File: src/rtl/rdma_rc_pkg.sv
// Definitions shared by the RC PDU parser and builder: QP states, opcode classes, and PDU field offsets.
package rdma_rc_pkg;

    typedef enum logic [2:0] {
        QP_RESET = 3'b000,
        QP_INIT  = 3'b001,
        QP_RTR   = 3'b010,
        QP_RTS   = 3'b011,
        QP_ERROR = 3'b111
    } qp_state_e;

    typedef enum logic [1:0] {
        PDU_DATA = 2'd0,
        PDU_CTRL = 2'd1,
        PDU_RSVD = 2'd2
    } pdu_class_e;

    localparam logic [7:0] DATA_MAX = 8'h1F;
    localparam logic [7:0] CTRL_MAX = 8'h7F;

    localparam int OPCODE_OFFSET = 56;
    localparam int QPN_OFFSET    = 32;
    localparam int PSN_OFFSET    = 8;

endpackage

File: src/rtl/rdma_rc_opcode_check.sv
// Combinational opcode classification and QP-state legality check, shared by the parser and builder.
module rdma_rc_opcode_check
    import rdma_rc_pkg::*;
#(
    parameter int OPCODE_WIDTH = 8
) (
    input  logic [OPCODE_WIDTH-1:0] opcode,
    input  logic [2:0]              qp_state,
    output logic                    is_data,
    output logic                    legal
);

    pdu_class_e op_class;

    // NOTE: every output of a combinational block is given a default first so no path can infer a latch.
    always_comb begin
        op_class = PDU_RSVD;
        if (opcode <= OPCODE_WIDTH'(DATA_MAX)) begin
            op_class = PDU_DATA;
        end else if (opcode <= OPCODE_WIDTH'(CTRL_MAX)) begin
            op_class = PDU_CTRL;
        end

        legal = 1'b0;
        case (qp_state_e'(qp_state))
            QP_RTS:  legal = (op_class == PDU_DATA);
            QP_RTR:  legal = (op_class == PDU_CTRL);
            default: legal = 1'b0;
        endcase

        is_data = (op_class == PDU_DATA);
    end

endmodule

File: src/rtl/rdma_rc_pdu_builder.sv
// RC transmit PDU builder: validates send requests, owns the send PSN, presents PDUs on valid/ready.
// Optional statistics counters are enabled with the macro RDMA_PDU_TX_STATS_EN.
module rdma_rc_pdu_builder
    import rdma_rc_pkg::*;
#(
    parameter int QPN_WIDTH    = 16,
    parameter int PSN_WIDTH    = 24,
    parameter int OPCODE_WIDTH = 8,
    parameter int DATA_WIDTH   = 64
) (
    input  logic                    clk,
    input  logic                    rst_n,
    input  logic [2:0]              qp_state,
    input  logic [QPN_WIDTH-1:0]    remote_qpn,
    input  logic                    psn_load,
    input  logic [PSN_WIDTH-1:0]    psn_init,
    input  logic                    req_valid,
    output logic                    req_ready,
    input  logic [OPCODE_WIDTH-1:0] req_opcode,
    output logic [DATA_WIDTH-1:0]   pdu_data,
    output logic                    pdu_valid,
    input  logic                    pdu_ready,
    output logic [PSN_WIDTH-1:0]    cur_psn,
    output logic                    req_reject,
    output logic                    flush_err
`ifdef RDMA_PDU_TX_STATS_EN
    ,
    output logic [31:0]             tx_data_cnt,
    output logic [31:0]             tx_ctrl_cnt,
    output logic [31:0]             tx_reject_cnt
`endif
);

    typedef enum logic {
        S_IDLE = 1'b0,
        S_SEND = 1'b1
    } state_e;

    state_e                  state_q, state_d;
    logic                    alive_q;
    logic                    pend_data_q;
    logic [DATA_WIDTH-1:0]   pdu_q;
    logic [PSN_WIDTH-1:0]    psn_q;
    logic                    reject_q, flush_q;
    logic                    req_is_data, req_legal;
    logic                    qp_err;
    logic                    do_latch, do_reject, do_flush, data_hs, ctrl_hs;
    logic [DATA_WIDTH-1:0]   pdu_word;

    rdma_rc_opcode_check #(
        .OPCODE_WIDTH(OPCODE_WIDTH)
    ) u_opcode_check (
        .opcode  (req_opcode),
        .qp_state(qp_state),
        .is_data (req_is_data),
        .legal   (req_legal)
    );

    assign qp_err    = (qp_state == QP_ERROR);
    // alive_q keeps req_ready low while reset is asserted, without a combinational reset path.
    assign req_ready = alive_q && (state_q == S_IDLE) && !qp_err;
    assign pdu_valid = (state_q == S_SEND);
    assign pdu_data  = pdu_q;
    assign cur_psn   = psn_q;
    assign req_reject = reject_q;
    assign flush_err  = flush_q;

    always_comb begin
        pdu_word = '0;
        pdu_word[OPCODE_OFFSET +: OPCODE_WIDTH] = req_opcode;
        pdu_word[QPN_OFFSET +: QPN_WIDTH]       = remote_qpn;
        pdu_word[PSN_OFFSET +: PSN_WIDTH]       = psn_q;
    end

    always_comb begin
        state_d   = state_q;
        do_latch  = 1'b0;
        do_reject = 1'b0;
        do_flush  = 1'b0;
        data_hs   = 1'b0;
        ctrl_hs   = 1'b0;
        case (state_q)
            S_IDLE: begin
                if (req_valid && req_ready) begin
                    if (req_legal) begin
                        state_d  = S_SEND;
                        do_latch = 1'b1;
                    end else begin
                        do_reject = 1'b1;
                    end
                end
            end
            S_SEND: begin
                // A handshake wins over ERROR in the same cycle.
                if (pdu_ready) begin
                    state_d = S_IDLE;
                    data_hs = pend_data_q;
                    ctrl_hs = !pend_data_q;
                end else if (qp_err) begin
                    state_d  = S_IDLE;
                    do_flush = 1'b1;
                end
            end
            default: state_d = S_IDLE;
        endcase
    end

    // NOTE: state registers use non-blocking assignments so every flop samples pre-edge values.
    always_ff @(posedge clk or negedge rst_n) begin
        if (!rst_n) begin
            state_q     <= S_IDLE;
            alive_q     <= 1'b0;
            pend_data_q <= 1'b0;
            pdu_q       <= '0;
            psn_q       <= '0;
            reject_q    <= 1'b0;
            flush_q     <= 1'b0;
        end else begin
            state_q  <= state_d;
            alive_q  <= 1'b1;
            reject_q <= do_reject;
            flush_q  <= do_flush;
            if (do_latch) begin
                pdu_q       <= pdu_word;
                pend_data_q <= req_is_data;
            end
            if (psn_load) begin
                psn_q <= psn_init;
            end else if (data_hs) begin
                psn_q <= psn_q + PSN_WIDTH'(1);
            end
        end
    end

`ifdef RDMA_PDU_TX_STATS_EN
    always_ff @(posedge clk or negedge rst_n) begin
        if (!rst_n) begin
            tx_data_cnt   <= '0;
            tx_ctrl_cnt   <= '0;
            tx_reject_cnt <= '0;
        end else begin
            if (data_hs && (tx_data_cnt != '1)) begin
                tx_data_cnt <= tx_data_cnt + 32'd1;
            end
            if (ctrl_hs && (tx_ctrl_cnt != '1)) begin
                tx_ctrl_cnt <= tx_ctrl_cnt + 32'd1;
            end
            if ((reject_q || flush_q) && (tx_reject_cnt != '1)) begin
                tx_reject_cnt <= tx_reject_cnt + 32'd1;
            end
        end
    end
`endif

endmodule

File: config.mk
export PLATFORM = sky130hd
export DESIGN_NAME = rdma_rc_pdu_builder
export DESIGN_NICKNAME = d
export VERILOG_FILES = /design/src/rtl/rdma_rc_pkg.sv /design/src/rtl/rdma_rc_opcode_check.sv /design/src/rtl/rdma_rc_pdu_builder.sv
export SDC_FILE = /design/constraint.sdc
export NUM_CORES = 1
export LEC_CHECK = 0
export CORE_ASPECT_RATIO = 1.1
export CORE_UTILIZATION = 43
export CTS_CLUSTER_SIZE = 10
export DETAILED_ROUTE_END_ITERATION = 10
export GPL_TIMING_DRIVEN = 0
export MAX_ROUTING_LAYER = met4
export PLACE_DENSITY_LB_ADDON = 0.05
export SLEW_MARGIN = 20
export SYNTH_ARGS = -nofsm -noshare
export SYNTH_HDL_FRONTEND = slang
export SYNTH_SLANG_ARGS = --single-unit
File: constraint.sdc
create_clock -name clk -period 2.71 [get_ports clk]
set_input_delay 0.813 -clock clk [delete_from_list [all_inputs] [get_ports clk]]
set_output_delay 0.813 -clock clk [all_outputs]
set_load 0.005 [all_outputs]
# Yosys cells after proc, flatten, opt, wreduce, memory -nomap -nowiden
# Index checks and enable logic that the tools add are counted.
# totals
regBits,77
in_bits,56
out_inout_bits,92
word_cells,40
# classes
add_sub_neg,1
order_cmp,2
n_eq_ne,4
muxes,19
n_bitwise,1
n_reduce_logical,6
# op_table
op,n
24-bit 2-to-1 mux,2
"24-bit by 1-bit adder with 24-bit output, second input constant",1
1-bit 2-to-1 mux,13
"8-bit by 5-bit <= comparator with 1-bit output, second input constant",1
"8-bit by 7-bit <= comparator with 1-bit output, second input constant",1
"3-bit by 2-bit equality test with 1-bit output, second input constant",2
2-bit 2-to-1 mux,2
1-bit case mux with 2 select lines,2
"3-bit equality test, second input constant",1
1-bit logical AND,3
"2-bit by 1-bit equality test with 1-bit output, second input constant",1
2-bit logical NOT,1
2-bit nonzero test,1
1-bit logical NOT,1
1-bit NOT,1

# Longest topological paths before layout
# Gate-level depths: netlist (run 1).
# depth
ltp_word,8
mapped_depth,6

# By module
# Synthesis (run 1) repeated with hierarchy kept, for this count alone.
# unflattened
hier_cells,295
area_unflattened_um2,3487.1
# by_module_without_submodules
mod,instances,cells_per_inst,area_each_um2,seq_area_each_um2
rdma_rc_pdu_builder,1,290,3453.3,1926.8
rdma_rc_opcode_check,1,5,33.8,0.0

# Least setup slack after synthesis (run 1)
# Ideal clock, no wire load.
# synth_timing
path_type,input to register
start,input req_opcode[6]
end,"register pdu_q[61], in the netlist pdu_data[61]"
setup_time_ns,0.125
arrival_ns,2.088
required_ns,2.585
path_slack_ns,0.497
path_stages,5
n_path_buf,1
cell_sequence,o21ai_0 nand4_1 nor3_1 clkbuf_1 mux2_2
# synth_via
elab_chain_len,8
# synth_rtl
item,line_no,source
start: declaration,rdma_rc_pdu_builder.sv:19,"input logic [OPCODE_WIDTH-1:0] req_opcode,"
8-bit by 7-bit <= comparator with 1-bit output,rdma_rc_opcode_check.sv:20,end else if (opcode <= OPCODE_WIDTH'(CTRL_MAX)) begin
2-bit 2-to-1 mux,rdma_rc_opcode_check.sv:20,
2-bit 2-to-1 mux (*),rdma_rc_opcode_check.sv:18,if (opcode <= OPCODE_WIDTH'(DATA_MAX)) begin
2-bit by 1-bit equality test with 1-bit output / 2-bit logical NOT (equally long branches),"rdma_rc_opcode_check.sv:27, rdma_rc_opcode_check.sv:26",
1-bit case mux with 2 select lines (*),rdma_rc_opcode_check.sv:25,case (qp_state_e'(qp_state))
1-bit 2-to-1 mux (*),rdma_rc_pdu_builder.sv:85,if (req_legal) begin
1-bit 2-to-1 mux (*),rdma_rc_pdu_builder.sv:84,if (req_valid && req_ready) begin
1-bit 2-to-1 mux (*),rdma_rc_pdu_builder.sv:82,case (state_q)
end signal: assignment,rdma_rc_pdu_builder.sv:124,pdu_q <= pdu_word;
end: declaration,rdma_rc_pdu_builder.sv:42,logic [DATA_WIDTH-1:0] pdu_q;
# Mark *: on every way between the ends. The rest lies on a longest branch, timed or not.
# A chain may end at the register's enable or synchronous reset.

# Worst setup path after layout (run 1)
# layout_timing
start,input qp_state[2]
end,output req_ready
# layout_via
elab_chain_len,3
# layout_rtl
item,line_no,source
start: declaration,rdma_rc_pdu_builder.sv:13,"input logic [2:0] qp_state,"
3-bit equality test,rdma_rc_pdu_builder.sv:59,assign qp_err = (qp_state == QP_ERROR);
1-bit logical NOT,rdma_rc_pdu_builder.sv:61,assign req_ready = alive_q && (state_q == S_IDLE) && !qp_err;
1-bit logical AND,rdma_rc_pdu_builder.sv:61,
end: declaration,rdma_rc_pdu_builder.sv:18,"output logic req_ready,"
# Every way passes these cells.

==> metrics.txt, run 1 <==
outcome=complete, no violations; die extent in x=around 88 um; Yosys reg bits=77; largest family of logic cells by synthesized area=multiplexers; final setup vio count=0; CTS tree=yes; post-route setup TNS=0 ns; VDD IR-drop max=between 300 and 400 uV; mux share of post-synthesis cell area=~16%; Synth Instances=298; via count=roughly 2.9k; n_diodes=0; reg2reg start=cur_psn[0]; Slew Limit Fails=0; Power Density=631 nW/um2; initial core utilization=between 40% and 50%; Sequential Power Share=around 44%; Antenna Nets Post-Route=0; Unique masters post-synth=37; ys flop type=dfrtp_1; postcts setup bufs=0; Reg clk slew, reported paths=around 0.080 ns; DRC=0; die area=roughly 8500 um2; crit path from=qp_state[2]; clock buffer depth=2; 1st-iter DRT viols=between 60 and 70; worst path required time=about 1.9 ns; flop2flop setup slack=between 0.6 and 0.7 ns; Clock Power Share=between 30% and 40%; initial antenna violation count=0; Layout area overhead=51.4%; Total Wirelength=8390 um; Chip Height=between 90 and 100 um; EDFF count, synth=0; mapped cell area=~3500 um2; Cell Count, Final, Fillers Out=~570; ratio of cells with drive above 1 in the final layout=about a fifth; CTS hold repair buffers=0; critical path data arrival time=1.79 ns; Post-Synth XOR/XNOR Area=2.50%; Crit. End Element=primary output; DP Cell Count=roughly 550; RD Place Congestion=just under 0.8; CP delay by family, top=buffers and inverters; largest stage delay on the critical path=about 0.44 ns; Num Clock Sinks=just under 80; Worst setup SP type=primary input; final period utilization=a little over nine tenths; P_int=around 2.6 mW; fin crit period=approximately 2.6 ns; I/O Pins=between 100 and 150; compound-gate portion of the synthesized area=6.28%; type of the worst min-delay path=in2async; worst skew pair latency=0.34 ns; top cells by area, synth=dfrtp_1 55%, mux2_2 13%, buf_4 3.4%; Root Buffer=clkbuf_8; Simple-Gate Fraction of Synth Area=approximately 14%; crit path buf inv count=2; static leakage=roughly 2.3 nW; crit path max fanout=3; mean area per synthesized cell=11.8 um2; kind of critical path=in2out; Net Sw Frac=a little under a quarter; fillers=~650; Yosys top cell by area=dfrtp_1; grt total ovfl=0; Final #Nets=roughly 510; worst reg2reg path depth=6; Max Cap Violations=0; RSZ-0062 raised after global routing=no; Power, Total=about 3.4 mW; first-pass GRT wire length=approximately 14000 um; DP Wirelength=6110 um; Synth Area in Adders=less than 1%; switching power=between 0.7 and 0.8 mW; synth warn=0; combinational power share=a little under a quarter; Final Hold Fails=0; pin count of the biggest net entering global routing=50; Wirelength per Cell=14.8 um; vias in the first global route=2868; sequential share of the synthesized area=approximately 55%; FP Rows=34; H-tree levels=3; vias per std cell=between 5 and 6; Pre-antenna DRT Iters=5; Tot GR Track Use=21.5%; Worst path slowest cell=clkdlybuf4s50_1; Hold WS=between 0.3 and 0.4 ns; Core ar.=about 7900 um2; I/O Buffers=131; CP cell instances=clkdlybuf4s50_1 > and3_4 > nor3b_2 > buf_2; clk_skew=between 0.009 and 0.01 ns; Yosys top cell area share=roughly 55%; FMAX=0.384 GHz; ys async rst share=100%; number of buffers created by CTS=9; R2R Path End=cur_psn[14]
[cell type report]
type	count	area [um2]	share of cell area, %
Tap cell	108	135	2.54
Sequential cell	77	1930	36.3
Timing Repair Buffer	132	1330	25.1
Clock buffer	11	141	2.66
Buffer	30	188	3.53
Inverter	6	22.5	0.424
Clock inverter	4	120	2.26
Multi-Input combinational cell	200	1440	27.2
[layout by cell type (no fill, tap or decap), types with 8 or more instances in the layout]
master	n
nand2_1	21
or4_1	11
nor2_1	13
a31oi_1	10
clkbuf_8	10
mux2_2	41
clkdlybuf4s50_1	128
conb_1	17
xnor2_1	9
dfrtp_1	77
buf_4	17
clkbuf_1	8
nand3_1	11
o21ai_0	15
[repair_timing]
item	CTS	global route
resized for setup	5	5
endpoints found under the setup margin	1	49
cloned	0	0
[how the worst max path moves through the flow]
stage,to,slack (ns),cells past startpoint
2_1_floorplan,pdu_data[61],0.50,5
3_3_place_gp,pdu_data[43],-1.97,1
3_5_place_dp,req_ready,-0.37,4
4_1_cts,req_ready,0.01,4
5_1_grt,req_ready,0.07,4
6_report,req_ready,0.10,4
[per-layer routing]
layer / global-route usage (%) / part of all wire (%)
met2: 33.6 / 50
met4: 5.71 / 0.51
met3: 6.83 / 6.6
met1: 27.1 / 42
met5: - / 0
[power groups by stage]
stage               Clock, mW  Sequential (mW)  Combinational, mW
floorplan                   0             1.49              0.225
finish                   1.13             1.46              0.761
CTS                      1.16             1.46              0.772
global placement            0             1.47              0.750
detailed placement          0             1.49              0.767
global route             1.21             1.49              0.826
[sequential cells by signal, summed over array words and instances (netlist names)]
register and count:
pend_data_q 1, pdu_valid 1, alive_q 1, req_reject 1
cur_psn 24, flush_err 1, pdu_data 48
[Yosys cell counts (2+ instances only)]
cell	number
clkbuf_1	8
nand3_1	11
nor3_1	6
nor2_1	13
inv_1	6
nand4_1	4
o31ai_1	7
o211ai_1	3
or3_1	4
conb_1	2
xnor2_1	9
a31oi_1	10
nor4_1	2
mux2_2	41
or4_1	11
o21ai_0	15
mux2_1	7
and3_1	3
dfrtp_1	77
and4_1	3
buf_4	16
nand2_1	21
buf_2	5
[metrics by stage]
| step | cell area, um2 | utilization [%] | setup slack, ns |
|---|---|---|---|
| detailed placement | 5030 | 63.6 | -0.372 |
| CTS | 5310 | 67.1 | 0.0122 |
| global route | 5310 | 67.1 | 0.0702 |
| finish | 5310 | 67.1 | 0.103 |
| global placement | 5010 | 63.3 | -1.97 |
| floorplan | 3560 | - | 0.497 |
[cells by family (layout without fill, tap and decap cells)]
logic type,count (synthesis),in the layout
compound gates,36,36
xor+xnor,10,10
fa+ha+maj,1,1
buf+inv,36,183
flops,77,77
mux,49,49
other cells,2,17
simple gates,87,87
Power figures use the tool's default switching activity.
==> run 2, diff against run 1 <==
Settings changed: ABC_CLOCK_PERIOD_IN_PS from default to 2710.
==> results of run 2 <==
No change in the layout: final DEF, timing and power equal those of run 1.
